**src/rtl/seq_adder_unit.sv**
```systemverilog
// seq_adder_unit: multi-cycle unsigned adder/subtractor, SLICE bits per clock through a ripple slice.
// Latency: WIDTH/SLICE cycles from the accept edge to the done edge. One operation in flight at a time.
// Backpressure: start is accepted only while busy==0 and is ignored while busy==1. done is a single-cycle pulse.
//
// Ports:
//   clk, rst_n      rising-edge clock; asynchronous active-low reset
//   start           request; accepted when idle (including the done cycle)
//   sub             0: a+b+cin, 1: a-b (cin ignored)
//   a, b, cin       operands, sampled on accept
//   busy            high while a computation is in progress
//   done            one-cycle pulse; sum/cout (and ovf) updated on the same edge
//   sum, cout       result and final carry; in sub mode cout=1 means no borrow
//   ovf             signed overflow, present only when SEQ_ADDER_OVF_EN is defined
module seq_adder_unit #(
   parameter int WIDTH = 8,
   parameter int SLICE = 1
) (
   input  logic             clk,
   input  logic             rst_n,
   input  logic             start,
   input  logic             sub,
   input  logic [WIDTH-1:0] a,
   input  logic [WIDTH-1:0] b,
   input  logic             cin,
   output logic             busy,
   output logic             done,
   output logic [WIDTH-1:0] sum,
   output logic             cout
`ifdef SEQ_ADDER_OVF_EN
   ,
   output logic             ovf
`endif
);

   localparam int NSL = WIDTH / SLICE;
   localparam int CW  = (NSL > 1) ? $clog2(NSL) : 1;
   localparam logic [CW-1:0] CNT_LAST = CW'(NSL - 1);

   generate
      if ((SLICE < 1) || (WIDTH < 2) || ((WIDTH % SLICE) != 0)) begin : g_bad_param
         $error("seq_adder_unit: WIDTH must be >= 2 and a multiple of SLICE");
      end
   endgenerate

   typedef enum logic {IDLE, RUN} state_t;

   state_t           state, state_nxt;
   logic [WIDTH-1:0] ra, rb, acc, acc_nxt;
   logic             carry;
   logic [CW-1:0]    cnt;
   logic             accept, last;
   logic [SLICE:0]   slice_res;

   // Slice ripple: low SLICE bits of the shifting operands plus the registered carry.
   always_comb begin
      slice_res = {1'b0, ra[SLICE-1:0]} + {1'b0, rb[SLICE-1:0]} + {{SLICE{1'b0}}, carry};
      // New slice enters at the top; after NSL slices the first slice sits at bit 0.
      acc_nxt   = WIDTH'({slice_res[SLICE-1:0], acc} >> SLICE);
   end

   always_ff @(posedge clk or negedge rst_n) begin
      if (!rst_n) state <= IDLE;
      else        state <= state_nxt;
   end

   always_comb begin
      state_nxt = state;
      accept    = 1'b0;
      last      = 1'b0;
      case (state)
         IDLE: begin
            if (start) begin
               accept    = 1'b1;
               state_nxt = RUN;
            end
         end
         RUN: begin
            if (cnt == CNT_LAST) begin
               last      = 1'b1;
               state_nxt = IDLE;
            end
         end
         default: state_nxt = IDLE;
      endcase
   end

   assign busy = (state == RUN);

   always_ff @(posedge clk or negedge rst_n) begin
      if (!rst_n) begin
         ra    <= '0;
         rb    <= '0;
         acc   <= '0;
         carry <= 1'b0;
         cnt   <= '0;
         done  <= 1'b0;
         sum   <= '0;
         cout  <= 1'b0;
`ifdef SEQ_ADDER_OVF_EN
         ovf   <= 1'b0;
`endif
      end else begin
         done <= 1'b0;
         if (accept) begin
            ra    <= a;
            // Subtraction as a + ~b + 1.
            rb    <= sub ? ~b : b;
            carry <= sub | cin;
            acc   <= '0;
            cnt   <= '0;
         end else if (state == RUN) begin
            ra    <= ra >> SLICE;
            rb    <= rb >> SLICE;
            acc   <= acc_nxt;
            carry <= slice_res[SLICE];
            cnt   <= cnt + 1'b1;
            if (last) begin
               sum  <= acc_nxt;
               cout <= slice_res[SLICE];
               done <= 1'b1;
`ifdef SEQ_ADDER_OVF_EN
               // On the last slice ra/rb hold the operand MSBs, so carry into the MSB
               // is recovered as a ^ b ^ s at the top bit of the slice.
               ovf  <= (ra[SLICE-1] ^ rb[SLICE-1] ^ slice_res[SLICE-1]) ^ slice_res[SLICE];
`endif
            end
         end
      end
   end

endmodule
```
**config.mk**
```make
export PLATFORM = sky130hd
export DESIGN_NAME = seq_adder_unit
export DESIGN_NICKNAME = d
export VERILOG_FILES = /design/src/rtl/seq_adder_unit.sv
export SDC_FILE = /design/constraint.sdc
export NUM_CORES = 1
export LEC_CHECK = 0
export CAP_MARGIN = 15
export CORE_MARGIN = 10
export CORE_UTILIZATION = 51
export DETAILED_ROUTE_END_ITERATION = 10
export PLACE_DENSITY = 0.81
export REMOVE_ABC_BUFFERS = 1
export SETUP_SLACK_MARGIN = 0.2
export SYNTH_ARGS = -nofsm -noshare
export SYNTH_HDL_FRONTEND = slang
export SYNTH_SLANG_ARGS = --single-unit
```
**constraint.sdc**
```tcl
create_clock -name clk -period 1.6 [get_ports clk]
set_input_delay 0.16 -clock clk [delete_from_list [all_inputs] [get_ports clk]]
set_output_delay 0.16 -clock clk [all_outputs]
set_load 0.05 [all_outputs]
```
==> flow_summary.json, run 1 <==
{
  "worstMarginPinSlew_ns": 0.464,
  "ys_ff_latch": 38,
  "p_comb_frac": 0.426,
  "ir_drop_mv": 0.777,
  "std_cell_core_area_um2": 3310,
  "layout.cell_area.non_filler_um2": 2180,
  "period_needed_ns": 1.36,
  "gp_congestion": 0.773,
  "die_height_um": 78.4,
  "fin_worst_skew_ns": 0.00934,
  "n_antenna_cell": 0,
  "grt_antenna_before_repair": 0,
  "internal-power_mw": 2.45,
  "postLayoutSetupSlackWorst_ns": 0.243,
  "syn_avg_cell_area_um2": 12.2,
  "grt_pass1_vias": 1250,
  "setup.reg_to_reg.worst_slack_ns": 0.24,
  "ratio_of_final_minimum_period_to_clock_period": 0.848,
  "worst_ep_arrival_time_ns": 1.60,
  "largest_net_degree_at_the_start_of_global_routing": 39,
  "critPathCaptureType": "flip-flop",
  "critical_path_class": "flip-flop to flip-flop",
  "routed_wl_um": 3280,
  "die_outline_area_um2": 6140,
  "busiest_layer": "met2",
  "sequentialPowerShare": 0.413,
  "syn-cell-area_um2": 1740,
  "cell_at_the_root_of_the_clock_tree": "sky130_fd_sc_hd__clkbuf_4",
  "num_rows": 21,
  "drc": 0,
  "cts.sinks": 38,
  "clock_latency_ns": 0.35,
  "worstHoldPathType": "input pin to async pin",
  "final_max_slew_viol_count": 0,
  "global_route_wire_length_before_repair_um": 5650,
  "first_pass_drt_iterations": 6,
  "setup_viol_count_final": 0,
  "outcome": "complete, no violations",
  "post_drt_wl_per_cell_um": 14.4,
  "worst_setup_path_start_kind": "flip-flop",
  "crit_path_start": "cnt[0]",
  "crit-reg2reg-launch": "cnt[0]",
  "netSwitchingFraction": 0.381,
  "cts_tree": "done",
  "maxCapViolCount": 0,
  "timing.critical_path.to": "sum[6]",
  "layout_common_cells": "sky130_fd_sc_hd__dfrtp_1, sky130_fd_sc_hd__clkdlybuf4s50_1, sky130_fd_sc_hd__nand2_1",
  "placement.io_buffers": 31,
  "clock_path_buffers": 2,
  "cp_max_fo": 5,
  "grtUsageMet3": 0.0444,
  "drive_gt1_frac": 0.214,
  "globalRouteTotalUtil": 0.113,
  "drt_iter0_markers": 103,
  "grt_use_met1": 0.134,
  "timing.final.hold_violations": 0,
  "worst_ep_required_time_ns": 1.84,
  "num_vias": 1203,
  "area_growth_pct": 25.4,
  "layout.cells.most_common": "sky130_fd_sc_hd__dfrtp_1",
  "achievable-frequency_ghz": 0.737,
  "p_leak_nw": 1.03,
  "reg2regPathDepth": 4,
  "starting_utilization_of_the_core_area": 0.525,
  "rr_endpoint": "sum[6]",
  "antenna_violating_nets_post_route": 0,
  "netlist_instances": 142,
  "die-width_um": 78.4,
  "synth.yosys.warnings": 0,
  "seq_total_area_yosys": 0.548,
  "rsz0062_at_grt": "false",
  "cts.reportedPaths.clkPinSlew_ns": 0.11,
  "switchingPower_mw": 1.51,
  "dpl_worst_slack_ns": 0.0675,
  "post_drt_via_cell_ratio": 5.28,
  "place_hpwl_um": 2430,
  "timing.slew.headroom": 0.691,
  "finalNetCount": 205,
  "cellPowerDensity_nw_per_um2": 1820,
  "num_io_pins": 32,
  "global_route.overflow_total": 0,
  "cts_made_buffers": 5,
  "grt_use_met2": 0.175,
  "dpl_cell_area_um2": 2080,
  "h_tree_level_count": 2,
  "clock_share_of_power": 0.161,
  "yosys.cell_types.count": 27
}
power groups by stage:
| stage | Clock [mW] | Sequential, mW | Combinational, mW |
|---|---|---|---|
| 4_1_cts | 0.651 | 1.64 | 1.72 |
| 6_report | 0.637 | 1.64 | 1.69 |
| 3_5_place_dp | 0 | 1.65 | 1.70 |
| 2_1_floorplan | 0 | 2.08 | 0.681 |
| 5_1_grt | 0.691 | 1.70 | 1.84 |
| 3_3_place_gp | 0 | 1.63 | 1.64 |
flip-flops by register name, summed over array words and instances, names as in the netlist:
register and cells:
ra 8, done 1, busy 1, sum 8, cout 1, acc 7, cnt 3, rb 8
carry 1
metrics by stage:
step	hold WS [ns]	power [mW]	cells	util	setup TNS [ns]
after floorplan	-0.136	2.76	134	-	-8.37
after global placement	0.222	3.26	218	0.627	0
after detailed placement	0.228	3.35	218	0.627	0
after CTS	0.380	4.01	228	0.657	0
after global routing	0.423	4.23	228	0.658	0
final	0.371	3.97	228	0.658	0
kinds of logic after synthesis:
| kind of cell | count (synthesis) | share of synthesized area |
|---|---|---|
| simple gates | 39 | 0.118 |
| flops | 38 | 0.548 |
| compound gates | 26 | 0.0987 |
| mux | 18 | 0.130 |
| buf+inv | 10 | 0.0389 |
| xor+xnor | 8 | 0.0403 |
| fa+ha+maj | 3 | 0.0259 |
metal layers:
metal | vias up | part of all wire
li1 | 569 | -
met1 | 590 | 0.45
met2 | 36 | 0.46
met3 | 8 | 0.063
met4 | 0 | 0.020
met5 | - | 0
cell usage after synthesis:
| cell | n | share of area |
|---|---|---|
| sky130_fd_sc_hd__dfrtp_1 | 38 | 0.55 |
| sky130_fd_sc_hd__nand2_1 | 18 | 0.039 |
| sky130_fd_sc_hd__o21ai_0 | 14 | 0.040 |
| sky130_fd_sc_hd__mux2_4 | 9 | 0.078 |
| sky130_fd_sc_hd__mux2i_1 | 8 | 0.046 |
| sky130_fd_sc_hd__nand2b_1 | 7 | 0.025 |
| sky130_fd_sc_hd__xnor2_1 | 5 | 0.025 |
| sky130_fd_sc_hd__nor2_1 | 4 | 0.0086 |
| sky130_fd_sc_hd__o211ai_1 | 4 | 0.017 |
| sky130_fd_sc_hd__or3b_1 | 4 | 0.020 |
| sky130_fd_sc_hd__a221o_1 | 3 | 0.017 |
| sky130_fd_sc_hd__a22o_1 | 3 | 0.015 |
| sky130_fd_sc_hd__and2_1 | 3 | 0.011 |
| sky130_fd_sc_hd__buf_2 | 3 | 0.0086 |
| sky130_fd_sc_hd__buf_6 | 3 | 0.019 |
| sky130_fd_sc_hd__xor2_1 | 3 | 0.015 |
| sky130_fd_sc_hd__ha_1 | 2 | 0.014 |
| sky130_fd_sc_hd__inv_1 | 2 | 0.0043 |
| sky130_fd_sc_hd__a211oi_1 | 1 | 0.0043 |
| sky130_fd_sc_hd__buf_4 | 1 | 0.0043 |
| sky130_fd_sc_hd__clkbuf_1 | 1 | 0.0022 |
| sky130_fd_sc_hd__fa_1 | 1 | 0.012 |
| sky130_fd_sc_hd__mux2_2 | 1 | 0.0065 |
| sky130_fd_sc_hd__nand2_4 | 1 | 0.0065 |
| sky130_fd_sc_hd__nor2b_1 | 1 | 0.0036 |
| sky130_fd_sc_hd__nor3b_1 | 1 | 0.0043 |
| sky130_fd_sc_hd__o31ai_1 | 1 | 0.0043 |
timing repair:
action,4_1_cts,5_1_grt
endpoints found under the hold margin,38,0
cloned,1,0
hold buffers,1,0
setup buffers,0,0
setup endpoints to repair,9,6
resized for setup,2,1
pin swaps,2,1
worst max-delay path, cell delays in order (launching register included):
cell	delay [ns]
sky130_fd_sc_hd__dfrtp_1	0.40
sky130_fd_sc_hd__ha_1	0.21
sky130_fd_sc_hd__ha_2	0.22
sky130_fd_sc_hd__nand2_4	0.12
sky130_fd_sc_hd__mux2_4	0.31
worst min-delay path by stage:
| stage | end | cells after the start |
|---|---|---|
| 2_1_floorplan | acc[1] | 0 |
| 3_3_place_gp | sum[4] | 2 |
| 3_5_place_dp | cout | 2 |
| 4_1_cts | acc[3] | 3 |
| 5_1_grt | sum[3] | 3 |
| 6_report | sum[3] | 3 |
layout make-up:
class	count	area (um^2)
inverter	2	7.51
tap	46	57.6
timing repair buffer	39	353
clock inverter	1	30.0
clock buffer	7	45.0
sequential	38	952
fill	310	1130
multi-input combinational	95	732
Power figures use the tool's default switching activity.
==> run 2: changes to the inputs <==
--- a/config.mk
+++ b/config.mk
@@ -7,9 +7,9 @@
 export LEC_CHECK = 0
 export CAP_MARGIN = 15
 export CORE_MARGIN = 10
-export CORE_UTILIZATION = 51
+export CORE_UTILIZATION = 46
 export DETAILED_ROUTE_END_ITERATION = 10
-export PLACE_DENSITY = 0.81
+export PLACE_DENSITY = 0.77
 export REMOVE_ABC_BUFFERS = 1
 export SETUP_SLACK_MARGIN = 0.2
 export SYNTH_ARGS = -nofsm -noshare
==> constraint.sdc (replaced) <==
create_clock -name clk -period 1.2 [get_ports clk]
set_input_delay 0.12 -clock clk [delete_from_list [all_inputs] [get_ports clk]]
set_output_delay 0.12 -clock clk [all_outputs]
set_load 0.05 [all_outputs]
==> flow_summary.json, run 2 (same netlist as run 1, synthesis figures left out) <==
{
  "num_io_pins": 32,
  "total_power_mw": 6.50,
  "finalNetCount": 226,
  "drt_iter0_markers": 68,
  "n_antenna_cell": 0,
  "worstHoldPathType": "input pin to async pin",
  "layout_top_registers": "ra: 8 flops, rb: 8 flops, sum: 8 flops",
  "grt_pass1_vias": 1286,
  "die_outline_area_um2": 6630,
  "clock_latency_ns": 0.29,
  "starting_utilization_of_the_core_area": 0.474,
  "gp_congestion": 0.812,
  "largest_net_degree_at_the_start_of_global_routing": 30,
  "drive_gt1_frac": 0.363,
  "postLayoutSetupSlackWorst_ns": -0.124,
  "num_rows": 22,
  "postLayoutCoreUtil": 0.712,
  "crit-reg2reg-launch": "cnt[1]",
  "outcome": "finished with violations",
  "global_route_wire_length_before_repair_um": 6020,
  "first_pass_drt_iterations": 2,
  "cts.reportedPaths.clkPinSlew_ns": 0.07,
  "die-width_um": 81.4,
  "cts_made_buffers": 5,
  "area_growth_pct": 50.1,
  "clock_path_buffers": 2,
  "std_cell_core_area_um2": 3660,
  "place_hpwl_um": 2570,
  "setup_viol_count_final": 14,
  "setup.reg_to_reg.worst_slack_ns": -0.12,
  "timing.slew.headroom": 0.735,
  "die_height_um": 81.4,
  "period_needed_ns": 1.32,
  "drc": 0,
  "failing_checks": "negative setup slack",
  "cp_max_fo": 5,
  "rsz0062_at_grt": "true",
  "maxCapViolCount": 0,
  "reg2regPathDepth": 4,
  "num_vias": 1238,
  "worstMarginPinSlew_ns": 0.398,
  "worst_ep_required_time_ns": 1.37,
  "cts.sinks": 38,
  "cellPowerDensity_nw_per_um2": 2490,
  "cell_at_the_root_of_the_clock_tree": "sky130_fd_sc_hd__clkbuf_8",
  "critPathCaptureType": "flip-flop",
  "rr_endpoint": "sum[6]",
  "worst_setup_path_start_kind": "flip-flop",
  "critical_path_class": "flip-flop to flip-flop",
  "final_max_slew_viol_count": 0,
  "achievable-frequency_ghz": 0.755,
  "globalRouteTotalUtil": 0.117,
  "post_drt_via_cell_ratio": 4.97,
  "routed_wl_um": 3640,
  "ir_drop_mv": 1.12,
  "placement.io_buffers": 31,
  "post_drt_wl_per_cell_um": 14.6,
  "timing.final.hold_violations": 0,
  "layout.cells.most_common": "sky130_fd_sc_hd__dfrtp_1",
  "worst_ep_arrival_time_ns": 1.49,
  "layout.filler_cells": 264,
  "antenna_violating_nets_post_route": 0,
  "timing.setup.tns_ns": -1.07,
  "ratio_of_final_minimum_period_to_clock_period": 1.10,
  "fin_worst_skew_ns": 0.00973,
  "global_route.overflow_total": 0,
  "h_tree_level_count": 2,
  "p_leak_nw": 1.21,
  "grt_antenna_before_repair": 0,
  "cts_tree": "done",
  "layout_common_cells": "sky130_fd_sc_hd__dfrtp_1, sky130_fd_sc_hd__nand2_1, sky130_fd_sc_hd__clkdlybuf4s50_1"
}
## run 2: changes by cell type in the layout (fill, tap and decap cells not counted), moves of 3 or more
| cell | delta |
|---|---|
| sky130_fd_sc_hd__buf_12 | +12 |
| sky130_fd_sc_hd__buf_6 | +8 |
| sky130_fd_sc_hd__clkbuf_8 | +6 |
| sky130_fd_sc_hd__clkbuf_4 | -5 |
| sky130_fd_sc_hd__o21ai_0 | -5 |
| sky130_fd_sc_hd__o21ai_1 | +4 |
| sky130_fd_sc_hd__and2_1 | -3 |
| sky130_fd_sc_hd__and2_4 | +3 |
## run 2: worst max-delay path by stage
stage	start	end	slack (ns)	cells past startpoint
after floorplan	busy	rb[0]	-0.87	2
after global placement	cnt[0]	sum[6]	-0.17	4
after detailed placement	cnt[0]	sum[6]	-0.22	4
after CTS	cnt[0]	sum[6]	-0.11	4
after global routing	cnt[1]	sum[6]	-0.14	4
final	cnt[1]	sum[6]	-0.12	4
## run 2: power breakdown
group	switching (mW)	internal (mW)
clock network	0.408	0.443
registers	0.430	1.83
logic	1.49	1.90
## run 2: final cells by class
class	instances	area [um^2]	area share
clock buffers	6	82.6	0.0317
inverters	2	7.51	0.00288
flip-flops and latches	38	951	0.365
repair buffers	60	697	0.267
multi-input cells	95	810	0.310
well taps	48	60.1	0.0230
## run 2: metal layers
metal,up-vias,part of all wire,GRT usage
li1,606,-,-
met1,597,0.43,0.135
met2,30,0.50,0.186
met3,5,0.064,0.0546
met4,0,0.013,0.0467
met5,-,0,0
## run 2: worst max-delay path: stages (launching register included)
cell                      delay [ns]
sky130_fd_sc_hd__dfrtp_1        0.39
sky130_fd_sc_hd__ha_2           0.21
sky130_fd_sc_hd__ha_4           0.20
sky130_fd_sc_hd__nand2_8        0.09
sky130_fd_sc_hd__mux2_4         0.31
## run 2: timing repair
item                       CTS  global route
setup endpoints to repair   38            47
pin swaps                   10             7
setup buffers                5            10
cloned                       1             0
hold endpoints to repair    16             0
hold buffers                 1             0
gates resized for setup     30             7
## run 2: stage by stage
| step | hold WS [ns] | instances | setup WS [ns] | area (um^2) |
|---|---|---|---|---|
| 4_1_cts | 0.293 | 239 | -0.109 | 2510 |
| 3_5_place_dp | 0.0658 | 226 | -0.216 | 2270 |
| 5_1_grt | 0.327 | 249 | -0.145 | 2610 |
| 2_1_floorplan | -0.176 | 134 | -0.872 | 1680 |
| 3_3_place_gp | 0.0539 | 226 | -0.168 | 2270 |
| 6_report | 0.295 | 249 | -0.124 | 2610 |
